`src/rtl/ram_pkg.sv`:
```
// Shared geometry, types and read-pipeline helper for the dual-port 16x8 RAM responder.
package ram_pkg;

    localparam int ADDR_W = 4;
    localparam int DATA_W = 8;
    localparam int DEPTH  = 16;

    typedef logic [ADDR_W-1:0] addr_t;
    typedef logic [DATA_W-1:0] data_t;

    typedef struct packed {
        logic  valid;
        logic  uninit;
        data_t data;
    } rd_pipe_t;

    localparam rd_pipe_t RD_PIPE_IDLE = '{valid: 1'b0, uninit: 1'b0, data: {DATA_W{1'b0}}};

    // A stage loads the upstream result only when it is valid; otherwise data holds and uninit drops.
    function automatic rd_pipe_t rd_pipe_advance(input rd_pipe_t cur, input rd_pipe_t upstream);
        rd_pipe_t nxt;
        nxt = cur;
        if (upstream.valid) begin
            nxt = upstream;
        end else begin
            nxt.valid  = 1'b0;
            nxt.uninit = 1'b0;
        end
        return nxt;
    endfunction

endpackage

```
`src/rtl/ram_rd_pipe.sv`:
```
// RD_LAT-deep register pipeline carrying read results; synchronous flush on rst.
module ram_rd_pipe
    import ram_pkg::*;
#(
    parameter int RD_LAT = 1
) (
    input  logic     clk,
    input  logic     rst,
    input  rd_pipe_t pipe_in,
    output rd_pipe_t pipe_out
);

    rd_pipe_t stage_q [RD_LAT];
    rd_pipe_t stage_d [RD_LAT];

    // Next-state for every stage: each one samples the stage in front of it.
    always_comb begin
        stage_d[0] = rd_pipe_advance(stage_q[0], pipe_in);
        for (int i = 1; i < RD_LAT; i++) begin
            stage_d[i] = rd_pipe_advance(stage_q[i], stage_q[i-1]);
        end
    end

    // Stage registers; reset drops every in-flight read.
    always_ff @(posedge clk) begin
        if (rst) begin
            for (int i = 0; i < RD_LAT; i++) begin
                stage_q[i] <= RD_PIPE_IDLE;
            end
        end else begin
            for (int i = 0; i < RD_LAT; i++) begin
                stage_q[i] <= stage_d[i];
            end
        end
    end

    assign pipe_out = stage_q[RD_LAT-1];

endmodule

```
`src/rtl/ram_dp_core.sv`:
```
// Dual-port 16x8 RAM responder: one write and one read per cycle, write-first bypass,
// never-written tracking and saturating transaction counters. Geometry comes from ram_pkg.
module ram_dp_core
    import ram_pkg::*;
#(
    parameter int RD_LAT = 1,
    parameter int CNT_W  = 8
) (
    input  logic              clk,
    input  logic              rst,
    input  logic              wr_enb,
    input  logic [ADDR_W-1:0] wr_addr,
    input  logic [DATA_W-1:0] wr_data,
    input  logic              rd_enb,
    input  logic [ADDR_W-1:0] rd_addr,
    output logic [DATA_W-1:0] rd_data,
    output logic              rd_valid,
    output logic              rd_uninit,
    output logic [CNT_W-1:0]  wr_cnt,
    output logic [CNT_W-1:0]  rd_cnt
);

    localparam logic [CNT_W-1:0] CNT_MAX = {CNT_W{1'b1}};
    localparam logic [CNT_W-1:0] CNT_ONE = CNT_W'(1'b1);

    data_t            mem_q [DEPTH];
    data_t            mem_d [DEPTH];
    logic [DEPTH-1:0] written_q;
    logic [DEPTH-1:0] written_d;
    logic [CNT_W-1:0] wr_cnt_q;
    logic [CNT_W-1:0] wr_cnt_d;
    logic [CNT_W-1:0] rd_cnt_q;
    logic [CNT_W-1:0] rd_cnt_d;
    logic             wr_fire;
    logic             rd_fire;
    logic             bypass;
    rd_pipe_t         rd_issue;
    rd_pipe_t         rd_out;

    assign wr_fire = wr_enb & ~rst;
    assign rd_fire = rd_enb & ~rst;
    assign bypass  = wr_fire & rd_fire & (wr_addr == rd_addr);

    // Write side: array update, written bitmap and saturating write count.
    always_comb begin
        mem_d     = mem_q;
        written_d = written_q;
        wr_cnt_d  = wr_cnt_q;
        if (wr_fire) begin
            mem_d[wr_addr]     = wr_data;
            written_d[wr_addr] = 1'b1;
            if (wr_cnt_q != CNT_MAX) begin
                wr_cnt_d = wr_cnt_q + CNT_ONE;
            end else begin
                wr_cnt_d = wr_cnt_q;
            end
        end else begin
            wr_cnt_d = wr_cnt_q;
        end
    end

    // Read side: a same-address write wins, so the read sees new data and counts as initialised.
    always_comb begin
        rd_issue       = RD_PIPE_IDLE;
        rd_issue.valid = rd_fire;
        rd_cnt_d       = rd_cnt_q;
        if (bypass) begin
            rd_issue.data   = wr_data;
            rd_issue.uninit = 1'b0;
        end else begin
            rd_issue.data   = mem_q[rd_addr];
            rd_issue.uninit = ~written_q[rd_addr];
        end
        if (rd_fire && (rd_cnt_q != CNT_MAX)) begin
            rd_cnt_d = rd_cnt_q + CNT_ONE;
        end else begin
            rd_cnt_d = rd_cnt_q;
        end
    end

    // Storage array; contents deliberately survive reset.
    always_ff @(posedge clk) begin
        mem_q <= mem_d;
    end

    // Bitmap and counters.
    always_ff @(posedge clk) begin
        if (rst) begin
            written_q <= {DEPTH{1'b0}};
            wr_cnt_q  <= {CNT_W{1'b0}};
            rd_cnt_q  <= {CNT_W{1'b0}};
        end else begin
            written_q <= written_d;
            wr_cnt_q  <= wr_cnt_d;
            rd_cnt_q  <= rd_cnt_d;
        end
    end

    ram_rd_pipe #(
        .RD_LAT (RD_LAT)
    ) u_rd_pipe (
        .clk      (clk),
        .rst      (rst),
        .pipe_in  (rd_issue),
        .pipe_out (rd_out)
    );

    assign rd_data   = rd_out.data;
    assign rd_valid  = rd_out.valid;
    assign rd_uninit = rd_out.uninit;
    assign wr_cnt    = wr_cnt_q;
    assign rd_cnt    = rd_cnt_q;

endmodule

```
`config.mk`:
```
export PLATFORM = sky130hd
export DESIGN_NAME = ram_dp_core
export DESIGN_NICKNAME = d
export VERILOG_FILES = /design/src/rtl/ram_pkg.sv /design/src/rtl/ram_rd_pipe.sv /design/src/rtl/ram_dp_core.sv
export SDC_FILE = /design/constraint.sdc
export NUM_CORES = 1
export LEC_CHECK = 0
export BUFFER_PORTS_ARGS = -buffer_cell sky130_fd_sc_hd__buf_2
export CAP_MARGIN = 10
export CORE_ASPECT_RATIO = 0.7
export CORE_UTILIZATION = 50
export CTS_CLUSTER_SIZE = 20
export DETAILED_ROUTE_END_ITERATION = 8
export GPL_ROUTABILITY_DRIVEN = 0
export PLACE_DENSITY_LB_ADDON = 0.25
export SLEW_MARGIN = 20
export SYNTH_ARGS = -nofsm -noshare
export SYNTH_HDL_FRONTEND = slang
export SYNTH_SLANG_ARGS = --single-unit
```
`constraint.sdc`:
```
create_clock -name clk -period 3.05 [get_ports clk]
set_clock_uncertainty 0.2 [all_clocks]
set_input_delay 0.305 -clock clk [delete_from_list [all_inputs] [get_ports clk]]
set_output_delay 0.305 -clock clk [all_outputs]
set_load 0.01 [all_outputs]
```
* Word-level counts from Yosys, hierarchy flattened *
Memories as Yosys holds them, arrays and structs flattened.
Cells that the tools add are included.
Widths: inputs -> output; s select.

storage, ports and cells
  bits in registers = 160
  bits in writable memories = 10
  bits of input ports = 20
  word-level logic and storage cells = 63
  memories = 1

cells by class
  add/subtract/negate cells = 2
  magnitude comparators = 6
  equal/unequal tests = 3
  muxes and demuxes = 18
  bitwise gates (word level) = 9
  reductions and logical operators = 5

memory list
  name               depth  bits a word  read ports  clocked after memory_dff  wr ports  line               source
  u_rd_pipe.stage_q  1      10           1           0                         1         ram_rd_pipe.sv:13  rd_pipe_t stage_q [RD_LAT];

operators by type and width
  operator             count
  $bwmux 128           1
  $bmux 8 s4           1
  $demux 8 s4          1
  $mux 8               4
  $add 8x1->8 const B  2
  $ne 8x8->1 const B   2
  $or 16x16->16        1
  $ge 5x5->1 const B   2
  $lt 4x5->1 const B   2
  $mux 10              1
  $not 4->5            2
  $reduce_or 10->1     1
  $mux 9               1
  $mux 1               6
  $lt 5x1->1 const B   1
  $and 1x1->1          4
  $bmux 1 s4           1
  $demux 1 s4          1
  $eq 4x4->1           1
  $ge 4x1->1 const B   1
  $logic_and 1x1->1    3
  $mux 2               1
  $not 1->1            2
  $reduce_and 2->1     1

* Longest topological paths before layout *
  word-level depth = 7
  gate-level depth with buffers = 6

* Cells and area by module *
Synthesis repeated with hierarchy kept, for this count alone.

second synthesis, totals
  cells, all modules = 402
  area total of the unflattened synthesis = 6852.8 um^2

by module, submodules not included
  module       times used  cells an instance  area each (um^2)  seq. area each (um^2)
  ram_dp_core  1           372                6506.2            4484.3
  ram_rd_pipe  1           30                 346.6             200.2

* Least setup slack after synthesis *
No wires, ideal clock.

  kind = input port to flip-flop
  start = input wr_enb
  end = register mem_q[120] (netlist name) (enable)
  library setup time = 0.386 ns
  data arrival time = 1.767 ns
  required time = 2.464 ns
  setup slack = 0.697 ns
  cell stages on the path = 3
  buffers on the path = 1
  cell sequence = buf_2 > or4b_2 > nor3_1

between the ends
  word-level cells in the longest chain between the ends = 1

RTL lines
  what                  line               source
  from (decl)           ram_dp_core.sv:11  input logic wr_enb,
  $and 1x1->1           ram_dp_core.sv:40  assign wr_fire = wr_enb & ~rst;
  to (signal assigned)  ram_dp_core.sv:83  mem_q <= mem_d;
  to (decl)             ram_dp_core.sv:26  data_t mem_q [DEPTH];

Every way passes these cells.
A chain may end at the register's enable or synchronous reset.

* Final worst setup path *
  start = input rd_addr[0]
  end = memory u_rd_pipe.stage_q[0][4] (netlist name)

between the ends
  word-level cells in the longest chain between the ends = 7

RTL lines
  what                                        line               source
  from (decl)                                 ram_dp_core.sv:15  input logic [ADDR_W-1:0] rd_addr,
  $not 4->5 (implied by the code)             ram_dp_core.sv:71  rd_issue.data = mem_q[rd_addr];
  $bmux 8 s4                                  ram_dp_core.sv:71
  $mux 8 (implied by the code) (2 in series)  ram_dp_core.sv:71
  $mux 9 *                                    ram_dp_core.sv:67  if (bypass) begin
  $mux 8 *                                    ram_pkg.sv:23      if (upstream.valid) begin
  $mux 10 (no line) *                         n/a
  to (decl)                                   ram_rd_pipe.sv:13

Every way passes the cells marked *; elsewhere a longest branch is shown, timed or not. The select of a mux whose other input is x is not followed.

==> impl_metrics.env <==
export IMPL_worst_path_max_delay_cell="mux4_2"
export IMPL_crit_fanout=17
export IMPL_grt_max_degree=30
export IMPL_track_usage_pct=22.3
export IMPL_overflow=0
export IMPL_ir_drop_mv=0.416
export IMPL_wl_per_cell_um=22.4
export IMPL_design_portCount=46
export IMPL_slowest_delay_ns=0.50
export IMPL_drc=0
export IMPL_post_cts_resized=0
export IMPL_vias=3877
export IMPL_seq_area_sq_mm=0.00468
export IMPL_ys_seq_area_share_pct=70.1
export IMPL_synth_nets=421
export IMPL_dieArea_sq_mm=0.0138
export IMPL_yosysUniqueCellTypes=46
export IMPL_setup_violations=0
export IMPL_worstPathCellList="buf_2, buf_12, mux4_2, a22oi_1, nand2_1, o221a_2"
export IMPL_synth_area_sq_mm=0.00669
export IMPL_die_height_um=98.7
export IMPL_cp_start_kind="primary input"
export IMPL_core_area_sq_mm=0.0127
export IMPL_hold_violations=0
export IMPL_drtIter0Drc=367
export IMPL_via_per_inst=6.07
export IMPL_clock_path_buffers=2
export IMPL_max_freq_mhz=473
export IMPL_maxSlewHeadroom_pct=45.2
export IMPL_max_cap_viol_count=0
export IMPL_min_period_ns=2.11
export IMPL_syn_avg_cell_area_sq_um=16.8
export IMPL_worstSkewPairLatency_ns=0.43
export IMPL_postCtsHoldBufs=0
export IMPL_finalCritPeriodShare_pct=69.3
export IMPL_drive_gt1_share_pct=29.4
export IMPL_required_ns=3.16
export IMPL_r2r_cells=4
export IMPL_hold_depth=2
export IMPL_synth_cells=399
export IMPL_fill_cells=904
export IMPL_async_flop_share_pct=0
export IMPL_cts_tree="built"
export IMPL_fin_nets=486
export IMPL_rsz0062_at_grt="no"
export IMPL_num_rows=34
export IMPL_synth_top_flop_cell="edfxtp_1"
export IMPL_clk_pin_slew_ns=0.07
export IMPL_dr_pass1_iters=4
export IMPL_drv_slew=0
export IMPL_arrival_ns=2.23
export IMPL_status="finished clean"
export IMPL_antenna_found_initial=0
export IMPL_cts_sinks=170
export IMPL_r2r_setup_slack_ns=1.05
export IMPL_die_w_um=140
export IMPL_synth_seq_cells=170
export IMPL_worstSetupEndpointType="flip-flop"
export IMPL_p_leak_nw=2.73
export IMPL_finalSetupTns_ns=0
export IMPL_start_util_pct=52.6
export IMPL_ant_nets=0
export IMPL_place_inst=607
export IMPL_cts_setup_buffers=0
export IMPL_path_class="in2reg"
export IMPL_synth_edff_count=128
export IMPL_antenna_cells=0
export IMPL_tightestPinTransition_ns=0.821
export IMPL_cts_root_buf="clkbuf_16"
export IMPL_port_buffers=45
export IMPL_cts_made_buffers=17
export IMPL_p_per_area_mw_per_mm2=620
export IMPL_finalNonFillerCells=639
export IMPL_grt_pass1_wl_um=21900
export IMPL_worst_hold_path_type="in2reg"
export IMPL_grt_pass1_vias=3741
export IMPL_hpwl_um=9510
export IMPL_wl_um=14300
export IMPL_h_tree_depth=4
export IMPL_synth_warnings=0
export IMPL_areaGrowthSynthToFinish_pct=15.9
export IMPL_multiInputGateArea_sq_mm=0.00188
path summary, 6_finish.rpt:
check	startpoint	end
worst max-delay path	rd_addr[0]	u_rd_pipe.stage_q[0][4]$_SDFFE_PP0P_
worst min-delay path	rst	rd_cnt[4]$_SDFFE_PP0P_
worst max register to register	mem_q[80]$_DFFE_PP_	u_rd_pipe.stage_q[0][0]$_SDFFE_PP0P_
worst min register to register	written_q[11]$_SDFFE_PP0N_	written_q[11]$_SDFFE_PP0N_
state kept, by name, summed over array words and instances, names as in the netlist:
| register | cells |
|---|---|
| mem_q | 128 |
| rd_cnt | 8 |
| u_rd_pipe.stage_q | 10 |
| wr_cnt | 8 |
| written_q | 16 |
power breakdown:
group	leakage (nW)	switching, mW	total, mW	internal (mW)
sequential	1.49	0.0243	2.55	2.52
clock	0.264	0.882	1.98	1.10
combinational	0.972	0.158	0.270	0.112
worst max-delay path: cells and delay by family:
kind | cells | cell delay (ns)
muxes | 1 | 0.50
buffers and inverters | 2 | 0.71
and+or+nand+nor | 1 | 0.10
AOI/OAI and AO/OA | 2 | 0.60
cell usage after synthesis (2+ instances only):
| cell type | n | area, sq um |
|---|---|---|
| a21oi_1 | 4 | 20.0 |
| a22oi_1 | 16 | 120 |
| a311oi_1 | 2 | 17.5 |
| and2_1 | 3 | 18.8 |
| and3_1 | 3 | 18.8 |
| buf_2 | 2 | 10.0 |
| buf_4 | 3 | 22.5 |
| clkbuf_1 | 13 | 48.8 |
| dfxtp_1 | 42 | 841 |
| edfxtp_1 | 128 | 3840 |
| ha_1 | 2 | 25.0 |
| inv_1 | 6 | 22.5 |
| mux4_1 | 3 | 78.8 |
| mux4_2 | 34 | 766 |
| nand2_1 | 11 | 41.3 |
| nand2b_1 | 3 | 18.8 |
| nand3_1 | 6 | 30.0 |
| nand4_1 | 4 | 25.0 |
| nand4bb_1 | 2 | 22.5 |
| nor2_1 | 50 | 188 |
| nor2b_1 | 2 | 12.5 |
| nor3_1 | 7 | 35.0 |
| o211ai_1 | 2 | 15.0 |
| o21a_1 | 10 | 75.1 |
| o21ai_0 | 3 | 15.0 |
| o221a_2 | 8 | 90.1 |
| o311ai_0 | 2 | 17.5 |
| o41ai_1 | 2 | 17.5 |
| xor2_1 | 9 | 78.8 |
placed cells by master (no fill, tap or decap), types with 2 or more instances in the layout:
master / instances
o221a_2: 8
ha_1: 2
o311ai_0: 2
xor2_1: 9
o211ai_1: 2
dfxtp_1: 42
nand4bb_1: 2
o21a_1: 10
a21oi_1: 4
and3_1: 3
clkinvlp_4: 2
inv_1: 6
o21ai_0: 3
nor3_1: 7
buf_12: 2
o41ai_1: 2
mux4_1: 3
buf_4: 19
a22oi_1: 16
nor2_1: 50
clkinv_4: 3
clkbuf_1: 3
buf_2: 45
inv_6: 3
a311oi_1: 2
nand3_1: 6
nand2b_1: 3
clkbuf_16: 18
and2_1: 3
nor2b_1: 2
mux4_2: 34
nand4_1: 4
inv_4: 2
edfxtp_1: 128
nand2_1: 11
metal layers:
metal  vias to the layer above  GRT usage (%)  part of all wire (%)
met4                         0           6.17                   1.0
met5                         -              0                     0
li1                       1725              -                     -
met2                       152           30.8                    43
met1                      1984           33.6                    47
met3                        16           7.73                   9.2
metrics by stage:
stage / util, % / total power [mW] / instance area, sq um / setup slack [ns] / hold slack [ns]
6_report: 60.9 / 4.80 / 7750 / 0.935 / 0.0401
5_1_grt: 60.9 / 4.94 / 7750 / 0.802 / 0.0495
4_1_cts: 60.9 / 4.83 / 7750 / 0.950 / 0.0228
3_5_place_dp: 56.6 / 2.86 / 7200 / 0.507 / 0.249
3_3_place_gp: 56.6 / 2.86 / 7200 / 0.505 / 0.240
2_1_floorplan: - / 2.75 / 6690 / 0.697 / 0.204
cell type report:
class                      count  area share (%)
clock inverter                11            1.10
sequential                   170            60.5
timing repair buffer          66            5.27
inverter                       6           0.291
multi-input combinational    203            24.3
tap                          162            2.62
clock buffer                  21            5.96
cell families after synthesis:
logic type	after synthesis	synth area share (%)
buf+inv	26	1.78
simple gates	96	6.79
fa+ha+maj	2	0.374
flops	170	70.1
compound gates	57	6.89
xor+xnor	10	1.31
mux	38	12.8
(Power assumes the default switching activity.)
